$ cat src/rtl/onehot_index_encoder_pkg.sv
// Shared definitions for the select/arbiter family: FSM encodings and small
// constant helpers for index widths and single-bit masks.
package onehot_index_encoder_pkg;

  localparam int MAX_VEC_W = 64;

  typedef enum logic {
    ST_IDLE  = 1'b0,
    ST_DRAIN = 1'b1
  } state_e;

  function automatic int f_clog2(input int n);
    int r;
    r = 0;
    while ((1 << r) < n) r++;
    return r;
  endfunction

  // True when exactly one bit of v is set; narrower vectors are zero-extended.
  function automatic logic f_one_bit_set(input logic [MAX_VEC_W-1:0] v);
    return (v != '0) && ((v & (v - MAX_VEC_W'(1))) == '0);
  endfunction

endpackage

$ cat src/rtl/onehot_index_encoder_lsb_priority_encoder.sv
// Combinational lowest-set-bit encoder: binary position of the lowest set bit,
// plus any-set and exactly-one-set flags.
module lsb_priority_encoder
  import onehot_index_encoder_pkg::*;
#(
  parameter int inputLen  = 3,
  parameter int outputLen = 1 << inputLen
) (
  input  logic [outputLen-1:0] vec,
  output logic [inputLen-1:0]  idx,
  output logic                 any,
  output logic                 onehot
);

  always_comb begin
    idx = '0;
    // Scan downward so the last hit, the lowest set bit, wins.
    for (int i = outputLen - 1; i >= 0; i--) begin
      if (vec[i]) idx = inputLen'(i);
    end
  end

  assign any    = |vec;
  assign onehot = f_one_bit_set(MAX_VEC_W'(vec));

endmodule

$ cat src/rtl/onehot_index_encoder.sv
// Latches a request mask and walks its set bits, lowest first, emitting one
// binary index per handshake on a valid/ready stream.
module onehot_index_encoder
  import onehot_index_encoder_pkg::*;
#(
  parameter int inputLen  = 3,
  parameter int outputLen = 1 << inputLen
) (
  input  logic                 clk,
  input  logic                 reset_n,
  input  logic                 req_valid,
  output logic                 req_ready,
  input  logic [outputLen-1:0] req_vec,
  output logic                 idx_valid,
  input  logic                 idx_ready,
  output logic [inputLen-1:0]  idx,
  output logic                 idx_last,
  output logic                 zero_drop,
  output logic                 busy
);

  state_e                 state;
  state_e                 w_state_nxt;
  logic [outputLen-1:0]   pending;
  logic [outputLen-1:0]   w_pending_nxt;
  logic                   r_zero_drop;
  logic                   w_any;
  logic                   w_onehot;
  logic                   w_req_hs;
  logic                   w_idx_hs;

  lsb_priority_encoder #(
    .inputLen  (inputLen),
    .outputLen (outputLen)
  ) u_lsb_enc (
    .vec    (pending),
    .idx    (idx),
    .any    (w_any),
    .onehot (w_onehot)
  );

  assign req_ready = (state == ST_IDLE);
  assign busy      = (state == ST_DRAIN);
  assign idx_valid = busy;
  assign idx_last  = busy & w_onehot;
  assign zero_drop = r_zero_drop;

  assign w_req_hs = req_valid & req_ready;
  assign w_idx_hs = idx_valid & idx_ready & w_any;

  always_comb begin
    w_state_nxt   = state;
    w_pending_nxt = pending;
    case (state)
      ST_IDLE: begin
        if (w_req_hs && (req_vec != '0)) begin
          w_pending_nxt = req_vec;
          w_state_nxt   = ST_DRAIN;
        end
      end
      ST_DRAIN: begin
        if (w_idx_hs) begin
          w_pending_nxt = pending & ~(outputLen'(1) << idx);
          if (idx_last) begin
            w_pending_nxt = '0;
            w_state_nxt   = ST_IDLE;
          end
        end
      end
      default: begin
        w_pending_nxt = '0;
        w_state_nxt   = ST_IDLE;
      end
    endcase
  end

  always_ff @(posedge clk or negedge reset_n) begin
    if (!reset_n) begin
      state       <= ST_IDLE;
      pending     <= '0;
      r_zero_drop <= 1'b0;
    end else begin
      state       <= w_state_nxt;
      pending     <= w_pending_nxt;
      // All-zero masks are swallowed in IDLE and only flagged downstream.
      r_zero_drop <= w_req_hs && (req_vec == '0);
    end
  end

endmodule
$ cat config.mk
export PLATFORM = sky130hd
export DESIGN_NAME = onehot_index_encoder
export DESIGN_NICKNAME = d
export VERILOG_FILES = /design/src/rtl/onehot_index_encoder_pkg.sv /design/src/rtl/onehot_index_encoder_lsb_priority_encoder.sv /design/src/rtl/onehot_index_encoder.sv
export SDC_FILE = /design/constraint.sdc
export NUM_CORES = 1
export LEC_CHECK = 0
export CAP_MARGIN = 5
export CORE_MARGIN = 2
export CORE_UTILIZATION = 48
export CTS_CLUSTER_SIZE = 30
export DETAILED_ROUTE_END_ITERATION = 8
export DONT_BUFFER_PORTS = 1
export PLACE_DENSITY = 0.62
export SLEW_MARGIN = 5
export SYNTH_ARGS = -nofsm -noshare
export SYNTH_HDL_FRONTEND = slang
export SYNTH_SLANG_ARGS = --single-unit
$ cat constraint.sdc
create_clock -name clk -period 2.3 [get_ports clk]
set_input_delay 0.345 -clock clk [delete_from_list [all_inputs] [get_ports clk]]
set_output_delay 0.345 -clock clk [all_outputs]
set_load 0.03 [all_outputs]
Word-level counts from Yosys, hierarchy flattened

Cells that the tools add are included.
Widths: inputs -> output; s select.

Bits in registers: 10
Latch bits: 0
Memory bits (writable): 0
ROM bits: 0
Memories: 0

$add $sub $neg: 1
Multiply operators: 0
Div/mod/pow operators: 0
Magnitude comparators: 0
Equal/unequal tests: 2
Shifts and indexed selects: 1
Multiplexer cells: 16
Bitwise gates (word level): 8
Reduce and logical (&&, ||, !) cells: 9

Operators by type and width:

| cell                | count |
|---|---|
| $and 8x64->64       | 1 |
| $logic_not 64->1    | 1 |
| $mux 3              | 8 |
| $mux 8              | 3 |
| $pmux 8 s2          | 1 |
| $reduce_bool 8->1   | 2 |
| $sub 8x1->9 const B | 1 |
| $and 8x8->8         | 1 |
| $logic_not 8->1     | 1 |
| $not 8->8           | 1 |
| $reduce_or 8->1     | 1 |
| $shl 1x3->8 const A | 1 |
| $and 1x1->1         | 4 |
| $ne 2x1->1 const B  | 2 |
| $logic_and 1x1->1   | 3 |
| $mux 1              | 3 |
| $pmux 1 s2          | 1 |
| $reduce_and 2->1    | 1 |
| $not 1->1           | 1 |

Longest topological paths before layout

Word-level depth: 14
Depth in mapped cells: 6

Hierarchy

From an unflattened synthesis, not the netlist that was laid out.

Cells, all modules: 82
Area total of the unflattened synthesis: 713.2 sq um

Modules (own cells, without submodules):

| module               | times used | cells each | area an instance (sq um) | sequential area each (sq um) |
|---|---|---|---|---|
| onehot_index_encoder | 1          | 56         | 539.3                    | 250.2 |
| lsb_priority_encoder | 1          | 26         | 173.9                    | 0.0 |

Worst setup path after synthesis

OpenSTA, ideal clock, no wires.

Kind: register to output
Start: register pending[3]
End: output idx_last
Data arrival time: 1.736 ns
Data required time: 1.955 ns
Setup slack: 0.219 ns
Stages on the path, launching flop included: 6
Path buffers: 0
Cell sequence: dfrtp_1 -> or4_4 -> nor4_4 -> nor3_1 -> o2bb2a_4 -> and2_1

Word-level cells in the longest chain between the ends: 5
Elaborated cells on any way between the ends: 6
Those cells by class: add/sub: 1; bitwise: 2; reduce/logical: 3

Ends and longest elaborated chain:

| what                   | line                           | text |
|---|---|---|
| start, declared        | onehot_index_encoder.sv:24     | `logic [outputLen-1:0] pending;` |
| start signal, assigned | onehot_index_encoder.sv:84     | `pending <= w_pending_nxt;` |
| $sub 8x1->9            | onehot_index_encoder_pkg.sv:21 | `return (v != '0) && ((v & (v - MAX_VEC_W'(1))) == '0);` |
| $and 8x64->64          | onehot_index_encoder_pkg.sv:21 |  |
| $logic_not 64->1       | onehot_index_encoder_pkg.sv:21 |  |
| $logic_and 1x1->1 (*)  | onehot_index_encoder_pkg.sv:21 |  |
| $and 1x1->1 (*)        | onehot_index_encoder.sv:45     | `assign idx_last = busy & w_onehot;` |
| end, declared          | onehot_index_encoder.sv:17     | `output logic idx_last,` |

Every way passes the cells marked *; elsewhere a longest branch is shown, timed or not.

Final worst setup path

Start: register pending[2]
End: output idx_last

The elaborated chain is that of the path after synthesis.

==> results.md <==
- First-pass GRT wire length: 3.277 mm
- Critical path peak fanout: 5
- Hold Crit Start: req_vec[7]
- Fmax: 0.4442 GHz
- CTS HTree Levels: 1
- Max_cap viols: 0
- Pwr Density: 1918 nW/um^2
- Vias in the first global route: 715
- Dpl ws: 230.8 ps
- Clock period minus worst slack: about 2300 ps
- R2R Path Start: pending[1]$_DFFE_PN0P_
- Die ar.: about 1900 sq um
- Final Skew: 8.480 ps
- Setup ws final: 48.59 ps
- Most common cell in the netlist: dfrtp_1
- Syn_nets: 101
- Post-synth top area share: 32.73%
- CTS max path bufs: 2
- Die width: around 44 microns
- Number of synthesized flops with an enable pin: 0
- Total core area: about 1500 sq um
- Post-synthesis area per instance: between 8 and 9 sq um
- Worst Hold Endpoint: pending[7]$_DFFE_PN0P_
- DR WL/cell: 17.11 microns
- Placed Cells: 110
- R2R depth: 6
- Register area share after synthesis: 32.73%
- Num Clock Sinks: 10
- Area Growth Syn to Fin: 13.42%
- Iter 0 DRT Violations: 26
- CP cell instances: or4_4 > nor4_4 > nor3_1 > o2bb2a_4 > and2_4
- GRT Total Usage: 23.20%
- Hold_ws: 203.1 ps
- Worst Path Buf+Inv: 0
- Cells after Synth: ~90
- Maximum vdd ir drop: 0.9601 mV
- YS warnings: 0
- Required @ worst endpoint: roughly 2000 ps
- Vias per inst: 6.342
- Total Power: 1.663 mW
- Top post-synthesis cells by count: dfrtp_1, nor2_1, nand2_1, nor4_1, o21ai_0
- Synth Register Bits: 10
- # diodes: 0
- Endpoints failing setup: 0
- Worst Hold Class: in -> reg
- Status: completed
- Detailed Route WL: 1.950 mm
- CP max-delay cell: or4_4
- Cts bufs inserted: 3
- Post-DP HPWL: 1.567 mm
- Kind of critical path: reg -> out
- Post-route ant nets: 0
- Final Max Slew Viols: 0
- CTS tree: done
- # port buffers: 0
- Synth area leader: dfrtp_1
- Mapped cell area: 764.5 sq um
- Fillers: 140
- First-pass detailed-route iteration total: 4
- Largest net degree at the start of global routing: 11
- CTS Root Cell: clkbuf_4
- I/O pins: 20
- Critical Path Sink Type: output port
- Routability cong.: ~0.85
- Vias: 723
- Slew @ Worst Pin: 502.0 ps
- Layout cell share with drive strength beyond 1: 24.49%
- Starting Density: 50.75%
- Die height: 43.91 microns
- Top cells by area, synth: dfrtp_1, nor4_4, nor4_1, o21ai_0, a22oi_1
- LEAKAGE: 0.3617 nW
- Most used DFF post-synth: dfrtp_1
- Top delay family on crit path: simple AND/OR/NAND/NOR gates
- Nets: 112
- Slew margin rel.: about two thirds
- Synth cell types: 36
- Startpoint types: register
- Setup_tns: 0 ps
- Hold Fails Final Rpt: 0
- Row Count: 14
- Residual DRC: 0
- Final period util: approximately 98%
- RSZ-0062 raised after global routing: true
- Post-route insts no fill: 114
- Initial antenna violation count: 0
- Hold path cells: 2
- R2r setup slk: 320 ps
- Total grt overflow: 0
- Clock-pin slew on the worst setup and hold paths: ~60 ps
- Async SR Flop Fraction: between 90% and 100%
- Worst path max stage delay: 590 ps
- Clock Latency Late Sink: 260 ps
- CP Data Arrival Time: about 1900 ps
- Reg2reg end: pending[7]$_DFFE_PN0P_
[registers in the layout, summed over array words and instances, names as in the netlist]
name	count
pending	8
zero_drop	1
busy	1
[worst max path at each step]
stage	startpoint	endpoint	slack (ps)	cells past startpoint
2_1_floorplan	pending[3]$_DFFE_PN0P_	idx_last	220	5
3_3_place_gp	pending[3]$_DFFE_PN0P_	idx_last	260	5
3_5_place_dp	pending[3]$_DFFE_PN0P_	idx_last	230	5
4_1_cts	pending[3]$_DFFE_PN0P_	idx_last	7	5
5_1_grt	pending[2]$_DFFE_PN0P_	idx_last	-30	5
6_report	pending[2]$_DFFE_PN0P_	idx_last	50	5
[final cells by class]
cell class                      instances  area (sq um)  area share (%)
Clock buffer                            3         22.52           2.597
Inverter                                3         11.26           1.299
Multi-Input combinational cell         69         462.9           53.39
Sequential cell                        10         250.2           28.86
Tap cell                               16         20.02           2.309
Timing Repair Buffer                   13         100.1           11.54
[metrics by stage]
stage                     utilization [%]  cell area, sq um
after global placement              54.82             825.8
after global routing                57.56             867.1
after CTS                           57.06             859.6
after detailed placement            54.82             825.8
after floorplan                         -             764.5
final                               57.56             867.1
[report_power, final]
part	internal, mW	switching (mW)
Sequential	0.254	0.0768
Clock	0.0602	0.0558
Combinational	0.476	0.740
Total	0.791	0.872
[metal layers]
metal  part of all wire [%]  wire, microns  track usage [%]  vias to the layer above
met1                     43            831            27.32                      345
li1                       -              -                -                      357
met2                     52           1011            42.35                       21
met4                      0              0            1.818                        0
met5                      0              0                0                        -
met3                    5.5            107            7.500                        0
[cell families after synthesis]
group,count (synthesis),synth area share (%)
AND/OR/NAND/NOR,38,31.26
AO/OA/AOI/OAI,31,28.15
buffers and inverters,10,7.855
flip-flops,10,32.73
[repair_timing]
| action | 4_1_cts | 5_1_grt |
|---|---|---|
| pin swaps | 0 | 1 |
| hold buffers | 1 | 0 |
| gates cloned | 0 | 0 |
| hold endpoints to repair | 10 | 0 |
| setup buffers | 0 | 0 |
| endpoints found under the setup margin | 1 | 1 |
| gates resized for setup | 1 | 2 |
[placed cells by master (no fill, tap or decap), drive strengths merged]
master | netlist | layout
nor3 | 4 | 4
a31o | 1 | 1
dfrtp | 10 | 10
a21oi | 4 | 4
buf | 6 | 12
o21ai | 11 | 11
and2 | 1 | 1
or4bb | 1 | 1
or2 | 2 | 2
nand2b | 1 | 1
a21boi | 1 | 1
nand2 | 7 | 7
a22oi | 4 | 4
o2bb2a | 1 | 1
nor4 | 8 | 8
dlygate4sd3 | 0 | 1
nor2 | 9 | 9
nor2b | 1 | 1
a32oi | 1 | 1
a21o | 2 | 2
a31oi | 1 | 1
and4b | 1 | 1
a2111oi | 1 | 1
inv | 3 | 3
o31ai | 1 | 1
clkbuf | 1 | 3
a22o | 2 | 2
or4 | 2 | 2
o22ai | 1 | 1
nand3 | 1 | 1
(Power assumes the default switching activity.)
